==> src/rtl/dnn_pkg.sv <==
// Types and constants shared by the layer write-side blocks.
package dnn_pkg;

    typedef enum logic [1:0] {
        IDLE = 2'd0,
        LOAD = 2'd1,
        FIN  = 2'd2
    } state_t;

    localparam logic MODE_WEIGHTS      = 1'b0;
    localparam logic MODE_ACT          = 1'b1;
    localparam int   DEFAULT_DATA_SIZE = 64;
    localparam int   NUM_DIGITS        = 4;

endpackage

==> src/rtl/index_odometer.sv <==
// Four-digit mixed-radix counter; digit 0 is fastest, each digit wraps at its own limit.
module index_odometer
    import dnn_pkg::*;
#(
    parameter int IDX_W = 16
) (
    input  logic                                  clk,
    input  logic                                  rst_n,
    input  logic                                  clear,
    input  logic                                  inc,
    input  logic [NUM_DIGITS-1:0][IDX_W:0]        limit,
    output logic [NUM_DIGITS-1:0][IDX_W-1:0]      count,
    output logic                                  last
);

    logic [NUM_DIGITS-1:0] at_max;
    logic [NUM_DIGITS-1:0] carry;

    assign carry[0] = inc;

    generate
        for (genvar gi = 0; gi < NUM_DIGITS; gi++) begin : g_digit
            logic [IDX_W-1:0] count_reg;

            // Limits are one bit wider so a full 2^IDX_W range is expressible.
            assign at_max[gi] = ({1'b0, count_reg} == (limit[gi] - (IDX_W + 1)'(1)));
            assign count[gi]  = count_reg;

            if (gi < NUM_DIGITS - 1) begin : g_carry
                assign carry[gi + 1] = carry[gi] & at_max[gi];
            end

            always_ff @(posedge clk or negedge rst_n) begin
                if (!rst_n) begin
                    count_reg <= '0;
                end else if (clear) begin
                    count_reg <= '0;
                end else if (carry[gi]) begin
                    count_reg <= at_max[gi] ? '0 : count_reg + IDX_W'(1);
                end
            end
        end
    endgenerate

    assign last = &at_max;

endmodule

==> src/rtl/layer_write_sequencer.sv <==
// Turns a flat valid/ready word stream into indexed weight or activation write strobes.
module layer_write_sequencer
    import dnn_pkg::*;
#(
    parameter int DATA_SIZE   = DEFAULT_DATA_SIZE,
    parameter int NUM_INPUTS  = 1,
    parameter int NUM_OUTPUTS = 16,
    parameter int KERNEL_DIM  = 3,
    parameter int INPUT_DIM   = 28,
    parameter int IDX_W       = 16
) (
    input  logic                 clk,
    input  logic                 rst_n,
    input  logic                 start,
    input  logic                 mode,
    input  logic [DATA_SIZE-1:0] in_data,
    input  logic                 in_valid,
    output logic                 in_ready,
    output logic [DATA_SIZE-1:0] write_data,
    output logic [IDX_W-1:0]     index3,
    output logic [IDX_W-1:0]     index2,
    output logic [IDX_W-1:0]     index1,
    output logic [IDX_W-1:0]     index0,
    output logic                 write_weights,
    output logic                 write_act,
    output logic                 busy,
    output logic                 done
);

    localparam int LIM_W = IDX_W + 1;

    state_t                              state_reg;
    logic                                mode_reg;
    logic                                accept;
    logic                                odo_clear;
    logic                                odo_last;
    logic [NUM_DIGITS-1:0][IDX_W:0]      limit;
    logic [NUM_DIGITS-1:0][IDX_W-1:0]    count;

    assign accept    = in_valid && in_ready;
    assign odo_clear = (state_reg == IDLE) && start;

    always_comb begin
        if (mode_reg == MODE_WEIGHTS) begin
            limit[3] = LIM_W'(NUM_OUTPUTS);
            limit[2] = LIM_W'(NUM_INPUTS);
            limit[1] = LIM_W'(KERNEL_DIM);
            limit[0] = LIM_W'(KERNEL_DIM);
        end else begin
            limit[3] = LIM_W'(1);
            limit[2] = LIM_W'(NUM_INPUTS);
            limit[1] = LIM_W'(INPUT_DIM);
            limit[0] = LIM_W'(INPUT_DIM);
        end
    end

    index_odometer #(
        .IDX_W(IDX_W)
    ) u_odometer (
        .clk   (clk),
        .rst_n (rst_n),
        .clear (odo_clear),
        .inc   (accept),
        .limit (limit),
        .count (count),
        .last  (odo_last)
    );

    always_ff @(posedge clk or negedge rst_n) begin
        if (!rst_n) begin
            state_reg     <= IDLE;
            mode_reg      <= MODE_WEIGHTS;
            in_ready      <= 1'b0;
            busy          <= 1'b0;
            done          <= 1'b0;
            write_weights <= 1'b0;
            write_act     <= 1'b0;
            write_data    <= '0;
            index3        <= '0;
            index2        <= '0;
            index1        <= '0;
            index0        <= '0;
        end else begin
            write_weights <= 1'b0;
            write_act     <= 1'b0;
            done          <= 1'b0;
            case (state_reg)
                IDLE: begin
                    if (start) begin
                        mode_reg  <= mode;
                        state_reg <= LOAD;
                        in_ready  <= 1'b1;
                        busy      <= 1'b1;
                    end
                end
                LOAD: begin
                    if (accept) begin
                        write_data    <= in_data;
                        index3        <= count[3];
                        index2        <= count[2];
                        index1        <= count[1];
                        index0        <= count[0];
                        write_weights <= (mode_reg == MODE_WEIGHTS);
                        write_act     <= (mode_reg == MODE_ACT);
                        // Final strobe and done land together in the FIN cycle.
                        if (odo_last) begin
                            state_reg <= FIN;
                            in_ready  <= 1'b0;
                            done      <= 1'b1;
                        end
                    end
                end
                FIN: begin
                    state_reg <= IDLE;
                    busy      <= 1'b0;
                end
                default: begin
                    state_reg <= IDLE;
                    in_ready  <= 1'b0;
                    busy      <= 1'b0;
                end
            endcase
        end
    end

endmodule

==> config.mk <==
export PLATFORM = sky130hd
export DESIGN_NAME = layer_write_sequencer
export DESIGN_NICKNAME = d
export VERILOG_FILES = /design/src/rtl/dnn_pkg.sv /design/src/rtl/index_odometer.sv /design/src/rtl/layer_write_sequencer.sv
export SDC_FILE = /design/constraint.sdc
export NUM_CORES = 1
export LEC_CHECK = 0
export CAP_MARGIN = 40
export CORE_MARGIN = 5
export CORE_UTILIZATION = 30
export CTS_BUF_LIST = sky130_fd_sc_hd__clkbuf_8
export DETAILED_ROUTE_END_ITERATION = 16
export PLACE_DENSITY = 0.54
export REMOVE_ABC_BUFFERS = 1
export SYNTH_ARGS = -nofsm -noshare
export SYNTH_HDL_FRONTEND = slang
export SYNTH_SLANG_ARGS = --single-unit
==> constraint.sdc <==
create_clock -name clk -period 3.3 [get_ports clk]
set_input_delay 0.66 -clock clk [delete_from_list [all_inputs] [get_ports clk]]
set_output_delay 0.66 -clock clk [all_outputs]
set_load 0.05 [all_outputs]
======== Yosys cells after proc, flatten, opt, wreduce, memory -nomap -nowiden ========
Index checks and enable logic that the tools add are counted.
cells by class
  add/sub/neg operators ................... 8
  equal/unequal tests ..................... 9
  muxes and demuxes ....................... 29
  bitwise gates (word level) .............. 6
  reductions and logical operators ........ 13
operators with widths
  kind                   number
  $mux 16                12
  $eq 16x17->1           4
  $add 16x1->16 const B  4
  $mux 56                1
  $sub 17x1->17 const B  3
  $mux 1                 10
  $reduce_and 4->1       2
  $reduce_bool 2->1      4
  $mux 2                 3
  $ne 2x2->1 const B     3
  $reduce_and 2->1       3
  $sub 5x1->6 const B    1
  $pmux 2 s2             1
  $and 1x1->1            3
  $not 1->1              3
  $pmux 1 s3             1
  $reduce_and 3->1       1
  $eq 2x1->1 const B     1
  $eq 2x2->1 const B     1
  $logic_and 1x1->1      2
  $logic_not 2->1        1
  $pmux 1 s2             1
storage, ports and cells
  register bits ........................... 200
  input port bits ......................... 69
  output and inout bits ................... 133
  logic and storage cells ................. 81

======== Logic depth before layout (Yosys ltp) ========
  depth after elaboration ................. 8
  gate-level depth with buffers ........... 9
  gate-level depth less buffers ........... 7

======== By module ========
Synthesis repeated with hierarchy kept, for this count alone.
second synthesis, totals
  cell total of the unflattened synthesis .. 1051
  area, all modules ....................... 11269.6 um^2
modules (own cells, without submodules)
  module                 instances  cells each  area an instance (um^2)  sequential area each (um^2)
  index_odometer         1          753         5893.2                   1601.5
  layer_write_sequencer  1          298         5376.4                   3403.3

======== Worst setup path after synthesis ========
OpenSTA, ideal clock, no wires.
  kind .................................... reg2reg
  start ................................... reg u_odometer.g_digit[0].count_reg[4]
  end ..................................... reg u_odometer.g_digit[1].count_reg[0]
  library setup time ...................... 0.128 ns
  arrival ................................. 2.347 ns
  data required time ...................... 3.172 ns
  slack ................................... 0.825 ns
  stages on the path, launching flop included .. 8
  path buffers ............................ 2
  period minus slack after synthesis ...... 2.475 ns
  cell sequence ........................... dfrtp_1 or4_1 a211o_1 or4_4 buf_2 buf_2 nand2_1 nor2_1
between the ends
  word-level cells in the longest chain between the ends .. 3
ends and longest elaborated chain
  what                         RTL line              RTL
  from (decl)                  index_odometer.sv:23  logic [IDX_W-1:0] count_reg;
  from (signal assigned)       index_odometer.sv:39  count_reg <= at_max[gi] ? '0 : count_reg + IDX_W'(1);
  $eq 16x17->1                 index_odometer.sv:26  assign at_max[gi] = ({1'b0, count_reg} == (limit[gi] - (IDX_W + 1)'(1)));
  $and 1x1->1                  index_odometer.sv:30  assign carry[gi + 1] = carry[gi] & at_max[gi];
  $reduce_bool 2->1 (no line)  --
  to (signal assigned)         index_odometer.sv:39
  to (decl)                    index_odometer.sv:23
Every way passes these cells.
A chain may end at the register's enable or synchronous reset.

======== Worst setup path after layout ========
  start ................................... reg u_odometer.g_digit[0].count_reg[4]
  end ..................................... reg u_odometer.g_digit[2].count_reg[4]
between the ends
  word-level cells in the longest chain between the ends .. 4
ends and longest elaborated chain
  what                         RTL line
  $eq 16x17->1                 index_odometer.sv:26
  $and 1x1->1 (2 in a row)     index_odometer.sv:30
  $reduce_bool 2->1 (no line)  --
  to (signal assigned)         index_odometer.sv:39
  to (decl)                    index_odometer.sv:23
Every way passes these cells.

==> impl_metrics.toml <==
[status]
run_status = "finished, final reports clean"

[synthesis]
post_synth_num_cell_types = 51
yosysSeqAreaShare = 0.572
yosys_register_bits = 200
synth_top_flop_cell = "dfrtp_1"
async_flop_share = 1.00
number_of_enable_flip_flop_cells_after_synthesis = 0
synth_warnings = 0
post_synth_instance_area_um2 = 8750
syn_area_per_cell_um2 = 11.8
number_of_cells_produced_by_synthesis = 744

[place]
hpwlAfterDp_mm = 15.9
io_buffers = 201
finalWeightedCongestion = 0.762
dpl_worst_slack_ns = 0.391

[routing]
vias = 6620
route.antenna.remaining_nets = 0
finalWirelength_mm = 22.9
wl_per_cell_um = 17.1
drc = 0
drt_iter0_drc = 487
route.detailed.vias_per_inst = 4.95
detailedRoute.firstPassIterationCount = 5

[timing]
finClkSkew_ns = 0.0153
final-setup-viol-count = 0
slew-limit-headroom = 0.579
timing_hold_violations_final = 0
fmax_mhz = 364
slew_violations = 0
finalWorstSetupSlack_ns = 0.556
unrepaired_setup_endpoints_after_global_routing = "no"
finalCritPeriodShare = 0.831
period_needed_ns = 2.74
tightestPinTransition_ns = 0.627

[grt]
grt_usage = 0.139
grt_overflow = 0
vias_in_the_first_global_route = 6676
antenna_violations_before_repair = 1
maximum_number_of_pins_on_one_net_before_global_route_repair = 59
grt_pass1_wl_mm = 37.5

[floorplanning]
die_w_um = 181
floorplan.io_pins = 202
die_h_um = 181
die_area_um2 = 32700
coreArea_um2 = 28800
initial_core_util = 0.304
rows = 62

[clocking]
cts_num_sinks = 200
clock_tree_from_tritoncts = "yes"
cts_made_buffers = 17
clkLatencyLatePin_ns = 0.47
cts.clk_slew.worst_paths_ns = 0.11
cts_resized = 0
cts-htree-levels = 4
cts.path.max_buffers = 2
clock-root-buffer = "clkbuf_8"
post-cts-setup-buffers = 0
ctsHoldBuffers = 0

[power_and_ir_drop]
p_int_uw = 3910
max-vdd-ir-drop_v = 0.000231
share_seq_of_total_power = 0.479
pwr-share-comb = 0.259
netSwitchingFraction = 0.351
totalPowerFinal_uw = 6010
power.clock.fraction = 0.261
cellLeakagePower_uw = 0.00494
switching_power_uw = 2110
power_per_cell_area_nw_per_um2 = 515

[critical_path]
critPathLaunchType = "flop"
required_ns = 3.69
timing_worst_setup_path_type = "reg -> reg"
timing.critical_path.to_type = "flop"
regToRegEndpoint = "u_odometer.g_digit[2].count_reg[4]"
crit_path_max_fanout = 24
timing.critical_path.arrival_ns = 3.13
r2r_slack_ns = 0.56
rr_startpoint = "u_odometer.g_digit[0].count_reg[4]"
ff2ff_path_depth = 5

[finish]
filler_cell_count = 2781
syn2layout_area_growth_pct = 33.5
insertedDiodeCount = 0
num-nets-final = 1016
drive_gt1_frac = 0.186
commonest_non_fill_non_tap_cells_in_the_layout = "200 x dfrtp_1, 200 x clkdlybuf4s50_1, 120 x mux2_2"

[worst_hold_path]
min_path_type = "in -> async"

[run]
cap_violations = 0
layout make-up:
cell class / instances / area [µm²] / share of cell area
Sequential cell: 200 / 5000 / 0.429
Multi-Input combinational cell: 490 / 3560 / 0.305
Timing Repair Buffer: 218 / 2190 / 0.188
Tap cell: 384 / 480 / 0.0411
Clock buffer: 18 / 248 / 0.0212
Clock inverter: 13 / 135 / 0.0116
Inverter: 15 / 56.3 / 0.00482
power by group through the flow:
| stage | Sequential (µW) | Clock, µW | Combinational [µW] |
|---|---|---|---|
| after global routing | 2920 | 1730 | 1660 |
| after detailed placement | 2930 | 0 | 1580 |
| after global placement | 2930 | 0 | 1580 |
| final | 2880 | 1570 | 1560 |
| after CTS | 2890 | 1650 | 1590 |
| after floorplan | 3460 | 0 | 416 |
cell usage after synthesis (2+ instances only):
cell type | instances | area [µm²]
nor2_1 | 24 | 90.1
nor3b_1 | 4 | 30.0
or4_1 | 12 | 90.1
xnor2_1 | 7 | 61.3
nand3_1 | 27 | 135
mux2i_1 | 5 | 50.1
o31ai_1 | 8 | 60.1
nand2_1 | 54 | 203
nand2b_1 | 8 | 50.1
a32oi_1 | 2 | 17.5
clkbuf_1 | 31 | 116
o21ai_0 | 32 | 160
ha_1 | 5 | 62.6
and2_1 | 3 | 18.8
a31oi_1 | 29 | 181
nand3b_1 | 3 | 22.5
xor2_1 | 4 | 35.0
nand4b_1 | 2 | 17.5
a21o_1 | 4 | 30.0
inv_1 | 15 | 56.3
dfrtp_1 | 200 | 5000
and4_1 | 4 | 35.0
a21oi_1 | 32 | 160
nor3_1 | 13 | 65.1
o311ai_0 | 3 | 26.3
o21ai_1 | 2 | 10.0
nor4_1 | 21 | 131
buf_2 | 4 | 20.0
and3_1 | 14 | 87.6
nand4_1 | 12 | 75.1
a211oi_1 | 4 | 30.0
or3_1 | 13 | 81.3
mux2_2 | 120 | 1350
o211ai_1 | 3 | 22.5
buf_1 | 4 | 15.0
worst max path at each step:
stage                                                    from                                  to  slack [ns]  cells past startpoint
after floorplan                                      in_ready                           index0[0]       -1.98                      3
after global placement                               in_valid  u_odometer.g_digit[2].count_reg[4]        0.42                      6
after detailed placement                             in_valid  u_odometer.g_digit[2].count_reg[4]        0.39                      6
after CTS                  u_odometer.g_digit[0].count_reg[4]  u_odometer.g_digit[2].count_reg[4]        0.56                      5
after global routing      u_odometer.g_digit[1].count_reg[13]  u_odometer.g_digit[2].count_reg[4]        0.42                      5
final                      u_odometer.g_digit[0].count_reg[4]  u_odometer.g_digit[2].count_reg[4]        0.56                      5
routing by layer:
layer  vias up  part of all wire  track usage  wire (µm)
li1       3135                 -            -          -
met1      3264              0.48        0.198      11000
met2       196              0.45        0.213      10300
met3        23             0.050       0.0324       1140
met4         2             0.015       0.0378        336
met5         -           0.00087            0         20
metrics by stage:
step / instance area, µm² / hold WS, ns / util / setup TNS (ns) / instances
after CTS: 11700 / 0.139 / 0.406 / 0 / 1338
final: 11700 / 0.140 / 0.406 / 0 / 1338
after detailed placement: 11300 / 0.472 / 0.392 / 0 / 1307
after global placement: 11300 / 0.463 / 0.392 / 0 / 1307
after floorplan: 8600 / 0.364 / - / -258.35 / 705
after global routing: 11700 / 0.144 / 0.406 / 0 / 1338
worst max-delay path, cell delays in order, from the launching register on:
cell	delay [ns]
dfrtp_1	0.45
or4_1	0.59
a211o_1	0.38
or4_4	0.59
or4_1	0.51
a21oi_1	0.16
cells by family (layout without fill, tap and decap cells):
logic type	after synthesis	after routing	synth area share
buf+inv	54	264	0.0237
compound gates	129	129	0.0904
flops	200	200	0.572
simple gates	220	220	0.136
mux	125	125	0.160
xor+xnor	11	11	0.0110
fa+ha+maj	5	5	0.00715
(Power assumes the default switching activity.)
